===== config.mk =====
export PLATFORM = sky130hd
export DESIGN_NAME = posit_weight_serializer_flat
export DESIGN_NICKNAME = d
export VERILOG_FILES = /design/src/rtl/posit_pkg.sv /design/src/rtl/posit_weight_serializer_if.sv /design/src/rtl/posit_shift_reg.sv /design/src/rtl/posit_weight_serializer.sv /design/src/flat_wrapper.sv
export SDC_FILE = /design/constraint.sdc
export NUM_CORES = 1
export LEC_CHECK = 0
export ABC_AREA = 0
export BUFFER_PORTS_ARGS = -buffer_cell sky130_fd_sc_hd__buf_2
export CORE_MARGIN = 10
export CORE_UTILIZATION = 30
export CTS_BUF_LIST = sky130_fd_sc_hd__clkbuf_4
export CTS_CLUSTER_DIAMETER = 60
export CTS_CLUSTER_SIZE = 25
export DETAILED_ROUTE_END_ITERATION = 8
export PLACE_DENSITY_LB_ADDON = 0.08
export SLEW_MARGIN = 15
export SYNTH_ARGS = -nofsm -noshare
export SYNTH_HDL_FRONTEND = slang
export SYNTH_SLANG_ARGS = --single-unit

===== constraint.sdc =====
create_clock -name clk -period 2.4 [get_ports clk]
set_input_delay 0.24 -clock clk [delete_from_list [all_inputs] [get_ports clk]]
set_output_delay 0.24 -clock clk [all_outputs]
set_load 0.02 [all_outputs]

===== src/rtl/posit_pkg.sv =====
// Shared posit constants and serializer state encoding, also used by the multiplier side.
package posit_pkg;

    localparam int MAX_PREC = 8;
    localparam int CNT_W    = 4;
    localparam int IDX_W    = $clog2(MAX_PREC);

    localparam logic [CNT_W-1:0] PREC_MIN   = CNT_W'(2);
    localparam logic [CNT_W-1:0] PREC_MAX   = CNT_W'(MAX_PREC);
    localparam logic [CNT_W-1:0] PREC_RESET = CNT_W'(MAX_PREC);

    typedef enum logic [1:0] {
        ST_IDLE,
        ST_RUN,
        ST_DRAIN
    } ser_state_t;

    function automatic logic prec_legal(input logic [CNT_W-1:0] p);
        return (p >= PREC_MIN) && (p <= PREC_MAX);
    endfunction

endpackage


===== src/rtl/posit_weight_serializer_if.sv =====
// Weight handshake, configuration and serial stream bundle for posit_weight_serializer.
interface posit_weight_serializer_if;
    import posit_pkg::*;

    logic                cfg_set;
    logic [CNT_W-1:0]    cfg_precision;
    logic                cfg_err;
    logic [CNT_W-1:0]    prec_out;
    logic                set_out;
    logic [MAX_PREC-1:0] weight_in;
    logic                weight_valid;
    logic                weight_ready;
    logic                stall;
    logic                w;
    logic                w_valid;
    logic                frame_first;
    logic                frame_last;
    logic                busy;

    modport slave (
        input  cfg_set, cfg_precision, weight_in, weight_valid, stall,
        output cfg_err, prec_out, set_out, weight_ready,
               w, w_valid, frame_first, frame_last, busy
    );

    modport master (
        output cfg_set, cfg_precision, weight_in, weight_valid, stall,
        input  cfg_err, prec_out, set_out, weight_ready,
               w, w_valid, frame_first, frame_last, busy
    );

endinterface


===== src/rtl/posit_shift_reg.sv =====
// Parallel-load posit shifter: indexed MSB-first bit select with a down-counter and frame flags.
module posit_shift_reg
    import posit_pkg::*;
(
    input  logic                clk,
    input  logic                rst,
    input  logic                load,
    input  logic                shift,
    input  logic [MAX_PREC-1:0] load_data,
    input  logic [CNT_W-1:0]    load_prec,
    output logic                bit_out,
    output logic                is_first,
    output logic                is_last,
    output logic                is_penult
);

    logic [MAX_PREC-1:0] data_q;
    logic [CNT_W-1:0]    cnt_q;
    logic                first_q;

    // A load wins over a shift so the next frame can start on the edge that emits bit 0.
    always_ff @(posedge clk or posedge rst) begin
        if (rst) begin
            data_q  <= '0;
            cnt_q   <= '0;
            first_q <= 1'b0;
        end else if (load) begin
            data_q  <= load_data;
            cnt_q   <= load_prec - CNT_W'(1);
            first_q <= 1'b1;
        end else if (shift) begin
            if (cnt_q != '0) begin
                cnt_q <= cnt_q - CNT_W'(1);
            end
            first_q <= 1'b0;
        end
    end

    assign bit_out   = data_q[cnt_q[IDX_W-1:0]];
    assign is_first  = first_q;
    assign is_last   = (cnt_q == '0);
    assign is_penult = (cnt_q == CNT_W'(1));

endmodule


===== src/rtl/posit_weight_serializer.sv =====
// Serializes parallel es=0 posit weights MSB-first for the FP x posit multiplier.
module posit_weight_serializer
    import posit_pkg::*;
(
    input logic                       clk,
    input logic                       rst,
    posit_weight_serializer_if.slave  sif
);

    ser_state_t          state;
    logic                hold_full;
    logic [MAX_PREC-1:0] hold_data;
    logic [CNT_W-1:0]    prec_q;
    logic                w_q, w_valid_q, first_q, last_q, cfg_err_q, set_q;

    logic accept, busy, shift, load, cfg_ok;
    logic sh_bit, sh_first, sh_last, sh_penult;

    assign busy   = (state != ST_IDLE) || hold_full;
    assign accept = sif.weight_valid && !hold_full;
    assign shift  = !sif.stall && (state != ST_IDLE);
    assign load   = !sif.stall && hold_full && ((state == ST_IDLE) || sh_last);
    assign cfg_ok = sif.cfg_set && !busy && prec_legal(sif.cfg_precision);

    posit_shift_reg u_shift (
        .clk       (clk),
        .rst       (rst),
        .load      (load),
        .shift     (shift),
        .load_data (hold_data),
        .load_prec (prec_q),
        .bit_out   (sh_bit),
        .is_first  (sh_first),
        .is_last   (sh_last),
        .is_penult (sh_penult)
    );

    // Accept and load can never coincide: one needs hold empty, the other hold full.
    always_ff @(posedge clk or posedge rst) begin
        if (rst) begin
            hold_full <= 1'b0;
            hold_data <= '0;
        end else if (load) begin
            hold_full <= 1'b0;
        end else if (accept) begin
            hold_full <= 1'b1;
            hold_data <= sif.weight_in;
        end
    end

    always_ff @(posedge clk or posedge rst) begin
        if (rst) begin
            state     <= ST_IDLE;
            prec_q    <= PREC_RESET;
            w_q       <= 1'b0;
            w_valid_q <= 1'b0;
            first_q   <= 1'b0;
            last_q    <= 1'b0;
            cfg_err_q <= 1'b0;
            set_q     <= 1'b0;
        end else begin
            cfg_err_q <= sif.cfg_set && !cfg_ok;
            set_q     <= cfg_ok;
            if (cfg_ok) begin
                prec_q <= sif.cfg_precision;
            end

            w_valid_q <= shift;
            first_q   <= shift && sh_first;
            last_q    <= shift && sh_last;
            if (shift) begin
                w_q <= sh_bit;
            end

            // DRAIN marks a last bit with nothing queued behind it.
            case (state)
                ST_IDLE: begin
                    if (load) state <= ST_RUN;
                end
                ST_RUN, ST_DRAIN: begin
                    if (shift) begin
                        if (sh_last)
                            state <= load ? ST_RUN : ST_IDLE;
                        else if (sh_penult && !hold_full)
                            state <= ST_DRAIN;
                        else
                            state <= ST_RUN;
                    end
                end
                default: state <= ST_IDLE;
            endcase
        end
    end

    assign sif.weight_ready = !hold_full;
    assign sif.busy         = busy;
    assign sif.prec_out     = prec_q;
    assign sif.set_out      = set_q;
    assign sif.cfg_err      = cfg_err_q;
    assign sif.w            = w_q;
    assign sif.w_valid      = w_valid_q;
    assign sif.frame_first  = first_q;
    assign sif.frame_last   = last_q;

endmodule


===== src/flat_wrapper.sv =====
// flat-port wrapper written by rule: the top's interface ports become plain ports
module posit_weight_serializer_flat import posit_pkg::*;
  (clk, rst, sif_cfg_set, sif_cfg_precision, sif_weight_in, sif_weight_valid, sif_stall, sif_cfg_err, sif_prec_out, sif_set_out, sif_weight_ready, sif_w, sif_w_valid, sif_frame_first, sif_frame_last, sif_busy);
  posit_weight_serializer_if sif_i ();
  input logic clk;
  input logic rst;
  input wire logic [$bits(sif_i.cfg_set)-1:0] sif_cfg_set;
  input wire logic [$bits(sif_i.cfg_precision)-1:0] sif_cfg_precision;
  input wire logic [$bits(sif_i.weight_in)-1:0] sif_weight_in;
  input wire logic [$bits(sif_i.weight_valid)-1:0] sif_weight_valid;
  input wire logic [$bits(sif_i.stall)-1:0] sif_stall;
  output wire logic [$bits(sif_i.cfg_err)-1:0] sif_cfg_err;
  output wire logic [$bits(sif_i.prec_out)-1:0] sif_prec_out;
  output wire logic [$bits(sif_i.set_out)-1:0] sif_set_out;
  output wire logic [$bits(sif_i.weight_ready)-1:0] sif_weight_ready;
  output wire logic [$bits(sif_i.w)-1:0] sif_w;
  output wire logic [$bits(sif_i.w_valid)-1:0] sif_w_valid;
  output wire logic [$bits(sif_i.frame_first)-1:0] sif_frame_first;
  output wire logic [$bits(sif_i.frame_last)-1:0] sif_frame_last;
  output wire logic [$bits(sif_i.busy)-1:0] sif_busy;
  assign sif_i.cfg_set = sif_cfg_set;
  assign sif_i.cfg_precision = sif_cfg_precision;
  assign sif_i.weight_in = sif_weight_in;
  assign sif_i.weight_valid = sif_weight_valid;
  assign sif_i.stall = sif_stall;
  assign sif_cfg_err = sif_i.cfg_err;
  assign sif_prec_out = sif_i.prec_out;
  assign sif_set_out = sif_i.set_out;
  assign sif_weight_ready = sif_i.weight_ready;
  assign sif_w = sif_i.w;
  assign sif_w_valid = sif_i.w_valid;
  assign sif_frame_first = sif_i.frame_first;
  assign sif_frame_last = sif_i.frame_last;
  assign sif_busy = sif_i.busy;
  posit_weight_serializer u_core (.clk(clk), .rst(rst), .sif(sif_i));
endmodule

### Word-level counts from Yosys, hierarchy flattened

Index checks and enable logic that the tools add are counted.

| word-level totals | value |
|---|---|
| register bits after elaboration | 34 |
| input bits | 17 |
| output and inout port bits | 12 |
| word-level logic and storage cells | 67 |

| cells by class | value |
|---|---|
| add/sub/neg operators | 2 |
| $lt $le $gt $ge | 3 |
| equal/unequal tests | 5 |
| mux-type cells | 15 |
| bitwise gates (word level) | 1 |
| reduce and logical (&&, ||, !) cells | 28 |

Operators by type and width:

| operator | number |
|---|---|
| two-way mux 4 bit | 3 |
| logical AND 1 bit | 11 |
| two-way mux 2 bit | 4 |
| nonzero test 2 bit | 4 |
| subtractor 4 x 1 -> 4 bit, second input constant | 2 |
| two-way mux 1 bit | 6 |
| AND reduction 2 bit | 3 |
| equality test 4 x 1 -> 1 bit, second input constant | 1 |
| >= comparator 4 x 2 -> 1 bit, second input constant | 1 |
| <= comparator 4 bit, second input constant | 1 |
| logical NOT 1 bit | 4 |
| logical NOT 4 bit | 1 |
| less-than comparator 3 x 4 -> 1 bit, second input constant | 1 |
| inequality test 2 x 1 -> 1 bit, second input constant | 2 |
| one-hot mux 2 bit (2 select lines) | 1 |
| nonzero test 4 bit | 1 |
| binary-select mux 1 bit (select 3 bit) | 1 |
| equality test 2 x 1 -> 1 bit, second input constant | 1 |
| equality test 2 bit, second input constant | 1 |
| logical NOT 2 bit | 1 |
| logical OR 1 bit | 2 |
| OR reduction 2 bit | 1 |
| inverter 1 bit | 1 |

### Longest topological paths before layout

| depth | value |
|---|---|
| depth after elaboration | 7 |
| gate-level depth with buffers | 8 |
| depth with buffers taken out | 6 |

### By module

From an unflattened synthesis, not the netlist that was laid out.

| unflattened totals | value |
|---|---|
| cells, all modules | 133 |
| area total of the unflattened synthesis | 1635.3 um^2 |

Modules (own cells, without submodules):

| module | instances | cells each | area each (um^2) | sequential area each (um^2) |
|---|---|---|---|---|
| posit_weight_serializer | 1 | 76 | 935.9 | 526.8 |
| posit_shift_reg | 1 | 57 | 699.4 | 325.3 |

### Worst setup path before layout

No wires, ideal clock.

| timing | value |
|---|---|
| kind | register -> register |
| start point | register u_core.u_shift.cnt_q[0] |
| end point | register u_core.u_shift.cnt_q[2] |
| library setup time | 0.146 ns |
| data arrival time | 1.620 ns |
| required time | 2.254 ns |
| slack | 0.634 ns |
| stages on the path, launching flop included | 7 |
| path buffers | 0 |
| period minus slack after synthesis | 1.766 ns |
| cell sequence | dfrtp_1 inv_1 ha_1 or3b_4 a21o_1 o21ai_1 a22oi_1 |

| between the ends | value |
|---|---|
| cells in the longest elaborated chain, start to end | 5 |
| elaborated cells on any way between the ends | 11 |
| those cells by class | 1 x add/sub; 3 x mux; 7 x reduce/logical |

Ends and longest elaborated chain:

| what | line | source |
|---|---|---|
| start, declared | posit_shift_reg.sv:18 | `logic [CNT_W-1:0] cnt_q;` |
| start signal, assigned | posit_shift_reg.sv:29 | `cnt_q <= load_prec - CNT_W'(1);` |
| start signal, assigned | posit_shift_reg.sv:33 | `cnt_q <= cnt_q - CNT_W'(1);` |
| branches (longest 5 deep; another with subtractor 4 x 1 -> 4 bit) | -- |  |

Parallel ways; which one is timed is not known. The select of a mux whose other input is x is not followed.
A chain may end at the register's enable or synchronous reset.

### Final worst setup path

Ends and elaborated chain as after synthesis.

==> results.sh <==
export IMPL_status="finished clean"
export IMPL_p_sw_uw=932.9
export IMPL_clock_latency_ns=0.33
export IMPL_endpoint_kind="flop"
export IMPL_start_util_pct=31.42
export IMPL_finalCriticalPeriod_ns=2.081
export IMPL_final_period_utilization_pct=86.69
export IMPL_critPathBufInv=1
export IMPL_min_path_cells=3
export IMPL_reg2reg_from="u_core.u_shift.cnt_q[0]"
export IMPL_cp_max_fo=13
export IMPL_cp_required_ns=2.60
export IMPL_io_pins=29
export IMPL_drt_iter0_markers=93
export IMPL_yosysWarnings=0
export IMPL_cp_top_family="compound AO/OA/AOI/OAI gates"
export IMPL_wl_met1_um=1551
export IMPL_p_clk_share_pct=13.2
export IMPL_viasPerCell=4.832
export IMPL_cts_resized=0
export IMPL_mappedNetlistNets=174
export IMPL_wire_per_inst_um=13.74
export IMPL_stdcell_area_um2=1899
export IMPL_antenna_found_initial=0
export IMPL_r2r_slack_ns=0.32
export IMPL_p_comb_share_pct=42.9
export IMPL_max_stage_delay_ns=0.49
export IMPL_fin_util_pct=36.72
export IMPL_synth_seq_cells=34
export IMPL_cts_tree="built"
export IMPL_syn2layout_area_growth_pct=16.86
export IMPL_grt_remaining_overflow=0
export IMPL_hp_class="in -> reg"
export IMPL_synth_cell_types=41
export IMPL_r2r_end="u_core.u_shift.cnt_q[2]"
export IMPL_dp_hpwl_um=2682
export IMPL_io_buffers=28
export IMPL_grt_pass1_vias=1309
export IMPL_cp_arrival_ns=2.28
export IMPL_final_nets=207
export IMPL_r2r_cells=6
export IMPL_fmaxAchievable_mhz=480.6
export IMPL_wl_met3_um=168
export IMPL_synthFlopType="dfrtp_1"
export IMPL_synth_area_leaders="dfrtp_1, nand2_1, mux2_2, ha_1, inv_1"
export IMPL_drcViolationCount=0
export IMPL_fin_skew_ns=0.01019
export IMPL_die_w_um=93.61
export IMPL_die_area_um2=8762
export IMPL_wl_met2_um=1711
export IMPL_grt_max_degree=35
export IMPL_setup_worst_path_class="reg -> reg"
export IMPL_holdWs_ns=0.1219
export IMPL_holdCritStartpoint="sif_weight_valid"
export IMPL_maxCapViolCount=0
export IMPL_vias=1237
export IMPL_hold_end="u_core.hold_full"
export IMPL_grtUsageTotal_pct=8.686
export IMPL_clk_pin_slew_ns=0.10
export IMPL_synth_top_cell_area_share_pct=50.81
export IMPL_htree_levels=2
export IMPL_worstMarginPinSlew_ns=0.6997
export IMPL_syn_avg_cell_area_um2=10.69
export IMPL_cp_depth=6
export IMPL_seq_area_frac_synth_pct=52.42
export IMPL_async_reset_ff_share_pct=100.0
export IMPL_grt_pass1_wl_um=6161
export IMPL_finalHoldViolCount=0
export IMPL_cts_buffers=5
export IMPL_crit_chain="inv_1 -> ha_1 -> or3b_4 -> a21o_1 -> o21ai_1 -> a22oi_1"
export IMPL_synth_edff_count=0
export IMPL_highest_layer="met4"
export IMPL_drive_above_1_share_pct=27.42
export IMPL_gp_congestion=0.8117
export IMPL_drv_slew=0
export IMPL_root_buffer="clkbuf_4"
export IMPL_place_area_um2=1836
export IMPL_cts_buffer_depth=2
export IMPL_core_um2=5172
export IMPL_synth_top_cell_by_area="dfrtp_1"
export IMPL_final_setup_viol_count=0
export IMPL_seqCellArea_um2=852.1
export IMPL_leakagePower_uw=0.0009056
export IMPL_rsz0062_at_grt="false"
export IMPL_antenna_cells=0
export IMPL_row_count=26
export IMPL_peakVddDrop_mv=0.4610
export IMPL_cp_start_kind="flop"
export IMPL_seqPwrFrac_pct=43.9
export IMPL_syn_inst=152
export IMPL_internal_power_uw=1388
export IMPL_first_pass_iters=4
export IMPL_relSlewSlack_pct=53.26
export IMPL_swShare_pct=40.20
export IMPL_nFillCells=540
export IMPL_multiInputGateArea_um2=703.2
export IMPL_drt_wl_total_um=3517
export IMPL_slowest_stage="dfrtp_1"
export IMPL_antenna_left=0
export IMPL_cts_sinks=34
export IMPL_power_uw=2321
export IMPL_fp_dieH_um=93.61
export IMPL_p_per_area_nw_per_um2=1222
export IMPL_tns_ns=0
export IMPL_syn_area_um2=1625
-- metrics by stage --
step / worst slack [ns] / instances
after floorplan: 0.6344 / 152
after global placement: 0.3992 / 247
after detailed placement: 0.3439 / 247
after CTS: 0.3065 / 256
after global routing: 0.1681 / 256
final: 0.3195 / 256
-- routing by layer --
layer  global-route usage [%]  vias to the layer above
met5                        0                        -
met4                    4.304                        0
met3                    3.038                        9
met2                    13.63                       29
met1                    10.33                      603
li1                         -                      596
-- worst register-to-register path: cells and delay by family (launching register included) --
family                     cells  cell delay (ns)
AOI/OAI and AO/OA              3             0.63
DFF                            1             0.49
and+or+nand+nor                1             0.45
adders and majority gates      1             0.26
buffers and inverters          1             0.12
-- cell usage after synthesis, drive strengths merged (2+ instances only) --
| master | count |
|---|---|
| a21oi | 2 |
| a31oi | 3 |
| buf | 3 |
| dfrtp | 33 |
| ha | 5 |
| inv | 12 |
| mux2 | 8 |
| mux4 | 2 |
| nand2 | 32 |
| nor2 | 9 |
| nor3 | 4 |
| nor4 | 2 |
| o211ai | 2 |
| o21a | 3 |
| o21ai | 5 |
| o22a | 2 |
| o31a | 2 |
| o32a | 4 |
-- final cells by class --
type,instances,share of cell area [%]
tap,70,4.611
clock inverter,2,0.4611
sequential,34,44.86
clock buffer,6,2.372
timing repair buffer,30,8.300
inverter,12,2.372
multi-input combinational,102,37.02
-- cell families (layout without fill, tap and decap cells) --
group	count (synthesis)	in the layout	share of synthesized area, %
compound gates	29	29	14.63
xor+xnor	2	2	1.078
fa+ha+maj	5	5	3.849
buf+inv	16	50	4.311
flops	34	34	52.43
mux	10	10	8.314
simple gates	56	56	15.40
-- state kept, by name, indices dropped and copies added, names as in the netlist --
name,count
u_core.sif.cfg_err,1
u_core.sif.set_out,1
u_core.sif.w_valid,1
u_core.hold_data,8
u_core.sif.w,1
u_core.u_shift.is_first,1
u_core.u_shift.cnt_q,4
u_core.hold_full,1
u_core.u_shift.data_q,8
u_core.sif.frame_first,1
u_core.sif.frame_last,1
u_core.sif.prec_out,4
u_core.state,2
-- what timing repair did --
| item | 4_1_cts | 5_1_grt |
|---|---|---|
| hold buffers | 1 | 0 |
| endpoints found under the hold margin | 33 | 0 |
| setup endpoints to repair | 0 | 0 |
| setup buffers | 0 | 0 |
-- worst max-delay path by stage --
| stage | from | end |
|---|---|---|
| global route | u_core.u_shift.cnt_q[0] | u_core.u_shift.cnt_q[2] |
| global placement | u_core.u_shift.cnt_q[0] | u_core.u_shift.cnt_q[2] |
| finish | u_core.u_shift.cnt_q[0] | u_core.u_shift.cnt_q[2] |
| floorplan | u_core.u_shift.cnt_q[0] | u_core.u_shift.cnt_q[2] |
| detailed placement | u_core.u_shift.cnt_q[0] | u_core.u_shift.cnt_q[2] |
| CTS | u_core.u_shift.cnt_q[0] | u_core.u_shift.cnt_q[2] |
-- power groups by stage --
stage | registers, uW | logic [uW] | clock network, uW
after floorplan | 1050 | 714 | 0
after global placement | 1030 | 994 | 0
after detailed placement | 1040 | 1010 | 0
after CTS | 1020 | 1020 | 331
after global routing | 1060 | 1120 | 352
final | 1020 | 996 | 305
-- cell usage in the layout, fill, tap and decap left out, types with 2 or more instances in the layout --
cell      netlist  final
a31oi_1         3      3
buf_2           2     28
clkbuf_4        0      6
dfrtp_1        33     33
ha_1            5      5
inv_1          12     12
mux2_2          8      8
mux4_2          2      2
nand2_1        32     32
nor2_1          9      9
nor3_1          4      4
nor4_1          2      2
o21a_1          3      3
o21ai_0         2      2
o21ai_1         3      3
o22a_1          2      2
o31a_1          2      2
o32a_1          4      4
Power figures use the tool's default switching activity.
